==> config.mk <==
export PLATFORM = sky130hd
export DESIGN_NAME = obs_split_59bit
export DESIGN_NICKNAME = d
export VERILOG_FILES = /design/src/rtl/obs_split_59bit.sv
export SDC_FILE = /design/constraint.sdc
export NUM_CORES = 1
export LEC_CHECK = 0
export BUFFER_PORTS_ARGS = -buffer_cell sky130_fd_sc_hd__buf_2
export CAP_MARGIN = 20
export CORE_MARGIN = 2
export CORE_UTILIZATION = 45
export CTS_CLUSTER_DIAMETER = 120
export DETAILED_ROUTE_END_ITERATION = 12
export GPL_ROUTABILITY_DRIVEN = 1
export PLACE_DENSITY = 0.73
export SYNTH_ARGS = -nofsm -noshare
export SYNTH_HDL_FRONTEND = slang
export SYNTH_SLANG_ARGS = --single-unit
==> constraint.sdc <==
create_clock -name clk -period 15.96 [get_ports clk]
set_input_delay 3.192 -clock clk [delete_from_list [all_inputs] [get_ports clk]]
set_output_delay 3.192 -clock clk [all_outputs]
set_load 0.01 [all_outputs]
==> src/rtl/obs_split_59bit.sv <==
// Digit-serial operand splitter: deinterleaves two 2N-bit GF(2) operands into
// even/odd N-bit halves, D bit-pairs per cycle, with valid/ready on both sides.
module obs_split_59bit #(
    parameter int N = 59,
    parameter int D = 8
) (
    input  logic           clk,
    input  logic           rst,
    input  logic           in_valid,
    output logic           in_ready,
    input  logic [2*N-1:0] a_in,
    input  logic [2*N-1:0] b_in,
    output logic           out_valid,
    input  logic           out_ready,
    output logic [N-1:0]   a_even,
    output logic [N-1:0]   a_odd,
    output logic [N-1:0]   b_even,
    output logic [N-1:0]   b_odd,
    output logic           busy
);

    localparam int NSTEPS = (N + D - 1) / D;
    localparam int CW     = (NSTEPS > 1) ? $clog2(NSTEPS) : 1;

    typedef enum logic [1:0] {
        IDLE  = 2'd0,
        SPLIT = 2'd1,
        DONE  = 2'd2
    } state_t;

    state_t           state_reg, state_next;
    logic [CW-1:0]    cnt_reg, cnt_next;
    logic [2*N-1:0]   sha_reg, sha_next;
    logic [2*N-1:0]   shb_reg, shb_next;
    logic [N-1:0]     ae_reg, ae_next;
    logic [N-1:0]     ao_reg, ao_next;
    logic [N-1:0]     be_reg, be_next;
    logic [N-1:0]     bo_reg, bo_next;

    logic [D-1:0]     ae_chunk, ao_chunk, be_chunk, bo_chunk;
    logic [31:0]      base;

    // The low 2D bits of each shift register hold the pairs for this step.
    generate
        for (genvar gi = 0; gi < D; gi++) begin : g_chunk
            assign ae_chunk[gi] = sha_reg[2*gi];
            assign ao_chunk[gi] = sha_reg[2*gi+1];
            assign be_chunk[gi] = shb_reg[2*gi];
            assign bo_chunk[gi] = shb_reg[2*gi+1];
        end
    endgenerate

    assign base = 32'(cnt_reg) * 32'(D);

    // Bits pushed past N-1 on the last (partial) step fall off the top.
    function automatic logic [N-1:0] place(input logic [D-1:0] chunk,
                                           input logic [31:0]  sh);
        logic [N-1:0] t;
        t         = '0;
        t[D-1:0]  = chunk;
        return t << sh;
    endfunction

    always_comb begin
        state_next = state_reg;
        cnt_next   = cnt_reg;
        sha_next   = sha_reg;
        shb_next   = shb_reg;
        ae_next    = ae_reg;
        ao_next    = ao_reg;
        be_next    = be_reg;
        bo_next    = bo_reg;
        case (state_reg)
            IDLE: begin
                if (in_valid) begin
                    sha_next   = a_in;
                    shb_next   = b_in;
                    ae_next    = '0;
                    ao_next    = '0;
                    be_next    = '0;
                    bo_next    = '0;
                    cnt_next   = '0;
                    state_next = SPLIT;
                end
            end
            SPLIT: begin
                ae_next  = ae_reg | place(ae_chunk, base);
                ao_next  = ao_reg | place(ao_chunk, base);
                be_next  = be_reg | place(be_chunk, base);
                bo_next  = bo_reg | place(bo_chunk, base);
                sha_next = sha_reg >> (2*D);
                shb_next = shb_reg >> (2*D);
                if (cnt_reg == CW'(NSTEPS - 1)) begin
                    state_next = DONE;
                end else begin
                    cnt_next = cnt_reg + CW'(1);
                end
            end
            DONE: begin
                if (out_ready) begin
                    state_next = IDLE;
                end
            end
            default: begin
                state_next = IDLE;
            end
        endcase
    end

    always_ff @(posedge clk or posedge rst) begin
        if (rst) begin
            state_reg <= IDLE;
            cnt_reg   <= '0;
            sha_reg   <= '0;
            shb_reg   <= '0;
            ae_reg    <= '0;
            ao_reg    <= '0;
            be_reg    <= '0;
            bo_reg    <= '0;
        end else begin
            state_reg <= state_next;
            cnt_reg   <= cnt_next;
            sha_reg   <= sha_next;
            shb_reg   <= shb_next;
            ae_reg    <= ae_next;
            ao_reg    <= ao_next;
            be_reg    <= be_next;
            bo_reg    <= bo_next;
        end
    end

    assign in_ready  = (state_reg == IDLE);
    assign out_valid = (state_reg == DONE);
    assign busy      = (state_reg != IDLE);
    assign a_even    = ae_reg;
    assign a_odd     = ao_reg;
    assign b_even    = be_reg;
    assign b_odd     = bo_reg;

endmodule

==> results.cfg, run 1 <==
[outcome]
run_status = complete, no violations

[critical_path]
slowest_delay_ns = 0.78
crit_arrival_ns = 6.23
worstPathCellList = buf_2, clkinvlp_4, buf_12, buf_4, buf_16, buf_4, buf_4
path_max_fanout = 68
crit_type = in2async
critPathRequiredTime_ns = 16.55
cp_common_cell = buf_4
crit_path_start_kind = primary input
critPathSlowestCell = buf_4
cp-end-kind = async pin

[pwr]
p_per_area_nw_per_um2 = 216
swShare_pct = 37.1
peakVddDrop_v = 0.000154
combinationalPowerShare_pct = 34.8
power_switching_uw = 1880
p_int_uw = 3190
power_frac_seq_pct = 42.5
p_leak_uw = 0.0117
pwr-share-clk_pct = 22.7

[global_routing]
track_usage_pct = 23.3
grt_pass1_vias = 13500
grt_pass1_wl_um = 80000
antenna_found_initial = 18
grt_max_degree = 318
grt_overflow = 0

[sta]
period_minus_slack_ns = 5.65
max_freq_mhz = 177
tns_ns = 0
drv_slew = 0
setup_violations = 0
skew_ns = 0.0195
tightest_slew_ns = 1.24
hold_viol_final = 0
rsz0062_at_grt = no
fin_crit_sh_pct = 35.4
relSlewSlack_pct = 17.2

[cts]
cts_resized = 0
clkTransAtPathRegs_ns = 0.06
clockRootBuffer = clkbuf_16
clock_path_buffers = 3
post_cts_buffers = 0
cts_tree = built
clock-sinks = 477
cts_buffers = 49
cts-htree-levels = 2
clock_latency_ns = 0.58
ctsHoldBuffers = 0

[routing]
vias = 13800
drc = 0
via_per_inst = 5.44
finalWirelength_um = 52800
drt-initial-drc-count = 1276
wl_per_cell_um = 20.9
detail-route-antenna-nets = 0
first_pass_iters = 5

[synth]
synth_seq_cells = 477
postSynthAreaPerCell_um2 = 12.4
syn_area_um2 = 19200
yosys_warnings = 0
netlist_instances = 1546
synth_seq_area_share_pct = 62.0
ys_types = 25
synthesis.nets = 1788

[floorplanning]
die_w_um = 211
fp-row-count = 75
core_um2 = 42000
io_pins = 479
initial_core_util_pct = 45.8
die_h_um = 211
die_area_um2 = 44400

[placement]
place_congestion = 0.818
port-buffer-count = 478
place_inst = 2426
dp_hpwl_um = 36200

[layout]
drive_gt1_share_pct = 29.8
finalNetCount = 2185
syn_to_final_growth_pct = 21.7
stdcell_count = 2532
final_common_cell = buf_2
layout_common_cells = 478 x buf_2, 477 x dfrtp_1, 270 x a22o_1, 205 x nand2_1

[min_path]
hold_path.class = reg2reg

[job]
max_cap_violations = 0
[path summary, 6_finish.rpt]
check	cells past startpoint	from	endpoint	slack [ns]
worst min register to register	2	shb_reg[83]$_DFFE_PP0P_	shb_reg[83]$_DFFE_PP0P_	0.48
worst min-delay path	2	shb_reg[83]$_DFFE_PP0P_	shb_reg[83]$_DFFE_PP0P_	0.48
max in group clk	5	in_valid	sha_reg[25]$_DFFE_PP0P_	10.89
worst max-delay path	7	rst	shb_reg[108]$_DFFE_PP0P_	10.31
worst max register to register	5	state_reg[1]$_DFFE_PP0P_	shb_reg[11]$_DFFE_PP0P_	12.43
min in group asynchronous	2	rst	a_even[36]$_DFFE_PP0P_	2.67
[stage by stage]
stage          worst slack, ns  cell area [µm²]  hold WS, ns  utilization [%]  power (µW)
5_1_grt                   9.75            23400        0.498             55.7        5380
2_1_floorplan             6.31            19200        0.449                -        3310
3_5_place_dp              9.07            21600        0.469             51.5        3930
6_report                 10.31            23400        0.475             55.7        5070
3_3_place_gp              9.19            21600        0.459             51.5        3850
4_1_cts                   9.70            23300        0.482             55.3        5090
[worst max-delay path: cells and delay by family]
| family | cells | cell delay [ns] |
|---|---|---|
| buffers and inverters | 7 | 2.92 |
[power groups by stage]
stage | Combinational (µW) | Sequential [µW] | Clock, µW
2_1_floorplan | 1240 | 2070 | 0
3_3_place_gp | 1710 | 2140 | 0
3_5_place_dp | 1760 | 2170 | 0
4_1_cts | 1770 | 2150 | 1170
5_1_grt | 1940 | 2210 | 1220
6_report | 1760 | 2160 | 1150
[Yosys cell counts, drive strengths merged]
cell type,number,area [µm²]
ha,2,25.0
o21bai,1,11.3
nor4,1,12.5
clkbuf,60,225
o21ai,204,1020
o2bb2ai,1,8.76
buf,96,664
and2,2,12.5
mux2i,204,2040
or2,1,6.26
nand3b,1,7.51
nor2b,1,6.26
nor2,4,15.0
mux2,1,11.3
nor3,4,40.0
or3b,1,8.76
a22o,270,2360
nand2,205,769
nor3b,2,15.0
nand2b,3,18.8
inv,5,18.8
dfrtp,477,11900
[layout make-up]
type                       count  area [µm²]
multi-input combinational    908        6470
clock buffer                  72        1400
antenna                       12        30.0
sequential                   477       11900
fill                        3573       18600
timing repair buffer         502        2670
inverter                       5        22.5
clock inverter                17         215
tap                          539         674
[per-layer routing]
| metal | GRT usage, % | part of all wire (%) |
|---|---|---|
| met1 | 31.3 | 43 |
| met3 | 6.75 | 7.7 |
| met4 | 8.06 | 2.7 |
| met2 | 36.3 | 46 |
| met5 | 0 | 0.20 |
[cell families after synthesis]
logic type / Yosys count / synth area share (%)
flip-flops: 477 / 62.0
AO/OA/AOI/OAI: 476 / 17.7
AND/OR/NAND/NOR: 225 / 4.74
multiplexers: 205 / 10.7
buffers and inverters: 161 / 4.72
adder cells (fa/ha/maj): 2 / 0.130
Power figures use the tool's default switching activity.
==> inputs of run 2 (changes only) <==
clock period = 4.6 ns   (was 15.96 ns; I/O delays follow)
==> run 2 against run 1 <==
Against the previous run: sequential share of layout area fell by 0.079 points; via count rose by 1.1%; non-clock buffer count rose by 5; power rose to 3.4 times the previous value; final cell count rose by 0.24%; combinational power rose to 3.5 times the previous value; clock power rose to 3.3 times the previous value; design area rose by 0.15%; critical path type is now reg2out; highest routed layer unchanged.
==> results.cfg, run 2 (synthesis results as in run 1) <==
[layout]
final_common_cell = buf_2
layout_common_cells = 478 x buf_2, 477 x dfrtp_1, 270 x a22o_1, 205 x nand2_1
fillers = 3567
final_util_pct = 55.8
finalNetCount = 2190
syn_to_final_growth_pct = 21.9
final_area_um2 = 23500
drive_gt1_share_pct = 30.1
stdcell_count = 2538

[placement]
port-buffer-count = 478
place_congestion = 0.830
place_area_um2 = 21900
dp_hpwl_um = 36500
place_inst = 2435

[cts]
clock_path_buffers = 3
clock_latency_ns = 0.59
clock-sinks = 477
clockRootBuffer = clkbuf_16
cts-htree-levels = 2
cts_buffers = 49
clkTransAtPathRegs_ns = 0.06
cts_tree = built
cts_resized = 0
post_cts_buffers = 0
ctsHoldBuffers = 0

[sta]
tightest_slew_ns = 1.09
setup_violations = 0
hold_viol_final = 0
period_minus_slack_ns = 2.60
rsz0062_at_grt = no
skew_ns = 0.0206
drv_slew = 0
max_freq_mhz = 385
fin_crit_sh_pct = 56.4
relSlewSlack_pct = 27.5

[routing]
finalWirelength_um = 52400
detail-route-antenna-nets = 0
first_pass_iters = 5
vias = 13900
via_per_inst = 5.49
drc = 0
drt-initial-drc-count = 1233
wl_per_cell_um = 20.6

[pwr]
peakVddDrop_v = 0.000436
p_leak_uw = 0.0117
p_per_area_nw_per_um2 = 743

[critical_path]
critPathRequiredTime_ns = 3.68
r2r_end = sha_reg[80]$_DFFE_PP0P_
reg2reg_depth = 4
critPathLaunch = state_reg[0]$_DFFE_PP0P_
r2r_slack_ns = 2.09
cp-end-kind = output port
r2r_start = state_reg[1]$_DFFE_PP0P_
crit_arrival_ns = 1.68
path_max_fanout = 8
crit_path_start_kind = flip-flop
crit_type = reg2out

[floorplanning]
fp-row-count = 75
initial_core_util_pct = 45.8
core_um2 = 42000
die_w_um = 211
io_pins = 479
die_area_um2 = 44400
die_h_um = 211

[global_routing]
grt_overflow = 0
track_usage_pct = 23.4
grt_pass1_wl_um = 80200
grt_max_degree = 127
grt_pass1_vias = 13600
antenna_found_initial = 17

[min_path]
hold_path_depth = 2
hold_start = shb_reg[100]$_DFFE_PP0P_
hold_path.class = reg2reg
min_to = shb_reg[100]$_DFFE_PP0P_

[job]
max_cap_violations = 0

[outcome]
run_status = complete, no violations
run 2: cell types whose count changed in the layout (fill, tap and decap cells not counted), moves of 2 or more:
cell	previous run	this run
buf_4	18	16
clkbuf_8	7	11
bufinv_16	4	0
buf_12	3	12
inv_6	1	3
buf_16	3	0
run 2: critical path, cell delays in order (launching register included):
cell and delay, ns:
dfrtp_1 0.50, or2_2 0.41, inv_1 0.07, buf_2 0.12
run 2: worst max path at each step:
stage                                    endpoint  slack, ns  cells past startpoint
after floorplan             a_even[0]$_DFFE_PP0P_      -2.78                      1
after global placement     a_even[49]$_DFFE_PP0P_       1.70                      4
after detailed placement    a_odd[55]$_DFFE_PP0P_       1.66                      4
after CTS                                in_ready       1.95                      3
after global routing      sha_reg[80]$_DFFE_PP0P_       1.91                      4
final                                    in_ready       2.00                      3
run 2: metrics by stage:
stage          hold WS (ns)  setup slack, ns  total power, µW  setup TNS (ns)
5_1_grt               0.494             1.91            18500               0
6_report              0.477             2.00            17400               0
3_5_place_dp          0.469             1.66            13700               0
4_1_cts               0.482             1.95            17500               0
3_3_place_gp          0.460             1.70            13400               0
2_1_floorplan         0.449            -2.78            11500        -1327.38
run 2: per-layer routing:
| layer | part of all wire (%) | routed length, µm | global-route usage [%] |
|---|---|---|---|
| met1 | 43 | 22400 | 32.0 |
| met2 | 46 | 24200 | 36.1 |
| met3 | 8.4 | 4390 | 6.21 |
| met4 | 2.5 | 1320 | 8.09 |
| met5 | 0.11 | 57 | 0 |
run 2: final cells by class:
type / instances / area, µm² / share of cell area, %
Timing Repair Buffer: 507 / 2760 / 11.8
Clock buffer: 74 / 1430 / 6.10
Inverter: 5 / 22.5 / 0.0960
Antenna cell: 11 / 27.5 / 0.117
Tap cell: 539 / 674 / 2.88
Clock inverter: 17 / 134 / 0.571
Multi-Input combinational cell: 908 / 6470 / 27.6
Sequential cell: 477 / 11900 / 50.9
run 2: power breakdown:
part	switching [µW]	leakage (µW)	internal, µW	total, µW
sequential	1540	0.00616	5990	7520
combinational	3330	0.00476	2750	6080
clock	1670	0.000763	2160	3830
==> inputs of run 3 (changes only) <==
ABC_AREA = 1   (was not set)
PLACE_DENSITY = 0.72   (was 0.73)
clock period = 2.36 ns   (was 4.6 ns; I/O delays follow)
==> run 3 against run 2 <==
Against the previous run: worst setup slack got worse by 1.9 ns; power rose by 110%; critical path depth did not move; flip-flop and latch count did not move; register-to-register slack got worse by 1.7 ns; design area rose by 14%; combinational power rose to 2.5 times the previous value.
==> results.cfg, run 3 <==
[outcome]
run_status = complete, no violations

[synth]
synth_top_area_cell = dfrtp_1
synth_ff_type = dfrtp_1
yosysTopAreaCellShare_pct = 54.0
synth_seq_area_share_pct = 54.0
netlist_instances = 2991
synth_seq_cells = 477
syn_area_um2 = 22100
yosys_warnings = 0
postSynthAreaPerCell_um2 = 7.39
async_flop_share_pct = 100
synth_enable_flop_cells = 0
synth_area_leaders = dfrtp_1 54%, nand2_1 27%, nor2_1 3.7%
netlist_top_cells_count = 1596 x nand2_1, 477 x dfrtp_1, 218 x nor2_1, 198 x inv_1, 128 x a21oi_1
ys_types = 20
synth.most_common_cell = nand2_1
synthesis.nets = 3233

[cts]
ctsHoldBuffers = 0
cts-htree-levels = 2
clock_latency_ns = 0.59
cts_resized = 0
post_cts_buffers = 0
clkTransAtPathRegs_ns = 0.06
clockRootBuffer = clkbuf_16
clock_path_buffers = 3
cts_tree = built
cts_buffers = 51
clock-sinks = 477

[sta]
tightest_slew_ns = 0.675
relSlewSlack_pct = 55.0
period_minus_slack_ns = 2.23
drv_slew = 0
hold_viol_final = 0
rsz0062_at_grt = no
setup_violations = 0
tns_ns = 0
skew_ns = 0.0158
fin_crit_sh_pct = 94.5
max_freq_mhz = 448

[critical_path]
cp-end-kind = output port
crit_arrival_ns = 1.76
r2r_slack_ns = 0.41
r2r_start = state_reg[0]$_DFFE_PP0P_
reg2reg_depth = 5
crit_type = reg2out
critPathLaunch = state_reg[0]$_DFFE_PP0P_
r2r_end = b_even[18]$_DFFE_PP0P_
worst-path-buf-inv = 2
crit_path_start_kind = flip-flop
worstPathCellList = inv_1, nand2_1, buf_2
critPathRequiredTime_ns = 1.89
critical-path-top-delay-family = flip-flops
path_max_fanout = 6
slowest_delay_ns = 0.59
critPathSlowestCell = dfrtp_1

[layout]
finalNetCount = 3623
layout_common_cells = 1596 x nand2_1, 478 x buf_2, 474 x dfrtp_1, 217 x nor2_1, 197 x inv_1
final_common_cell = nand2_1
drive_gt1_share_pct = 17.7
syn_to_final_growth_pct = 20.7

[global_routing]
antenna_found_initial = 7
grt_overflow = 0
grt_max_degree = 135
grt_pass1_vias = 19000
track_usage_pct = 25.4
grt_pass1_wl_um = 103000

[routing]
drc = 0
drt-initial-drc-count = 1795
vias = 20000
via_per_inst = 4.89
wl_per_cell_um = 15.8
detail-route-antenna-nets = 0
finalWirelength_um = 64500
first_pass_iters = 5

[floorplanning]
initial_core_util_pct = 45.4
die_w_um = 226
die_area_um2 = 50900
core_um2 = 48700
fp-row-count = 81
die_h_um = 226
io_pins = 479

[placement]
dp_hpwl_um = 43800
port-buffer-count = 478
place_congestion = 0.814

[pwr]
p_total_uw = 36800
peakVddDrop_v = 0.000946
p_leak_uw = 0.0149
p_per_area_nw_per_um2 = 1380

[min_path]
hold_path.class = in2async

[job]
max_cap_violations = 0
[run 3: report_power, final]
group	internal (µW)	switching, µW	leakage [µW]
Clock	4620	3250	0.000787
Sequential	11200	2390	0.00623
Combinational	4960	10400	0.00790
Total	20800	16000	0.0149
[run 3: final cells by class]
cell class	count	area (µm²)
clock buffer	78	1440
antenna	2	5.00
sequential	477	11900
multi-input combinational	2128	8540
timing repair buffer	521	2990
tap	664	831
inverter	202	771
clock inverter	11	174
fill	4694	22100
[run 3: through the flow]
stage | hold WS, ns | cells | setup slack, ns | util (%) | instance area [µm²]
final | 0.0220 | 4083 | 0.129 | 54.7 | 26700
after global routing | 0.0177 | 4082 | 0.0127 | 54.7 | 26700
after CTS | 0.000367 | 4081 | 0.0811 | 54.7 | 26700
after detailed placement | 0.459 | 3992 | 0.454 | 51.4 | 25100
after global placement | 0.453 | 3992 | 0.474 | 51.4 | 25100
after floorplan | 0.442 | 2991 | -4.57 | - | 22100
[run 3: worst max path at each step]
stage | end | depth (start not counted)
after floorplan | a_even[0]$_DFFE_PP0P_ | 1
final | busy | 3
after CTS | busy | 3
after global routing | busy | 3
after detailed placement | a_even[19]$_DFFE_PP0P_ | 5
after global placement | a_even[40]$_DFFE_PP0P_ | 5
[run 3: cell families (layout without fill, tap and decap cells)]
logic type                 count (synthesis)  in the layout  synth area share, %
AOI/OAI and AO/OA                        227            227                 5.28
DFF                                      477            477                 54.0
buffers and inverters                    386            812                 7.63
adders and majority gates                  2              2                0.113
other                                      0              2                    0
and+or+nand+nor                         1899           1899                 33.0
[run 3: tightest hold or removal path, cell delays in order]
cell and delay, ns:
buf_2 0.11, clkinvlp_4 0.15, buf_12 0.24
[run 3: metal layers]
| metal | wire length, µm | GRT usage (%) | up-vias | share of wire (%) |
|---|---|---|---|---|
| li1 | - | - | 9825 | - |
| met1 | 28000 | 34.8 | 9264 | 43 |
| met2 | 29500 | 40.1 | 742 | 46 |
| met3 | 5010 | 5.53 | 114 | 7.8 |
| met4 | 1960 | 8.48 | 8 | 3.0 |
| met5 | 46 | 0 | - | 0.071 |
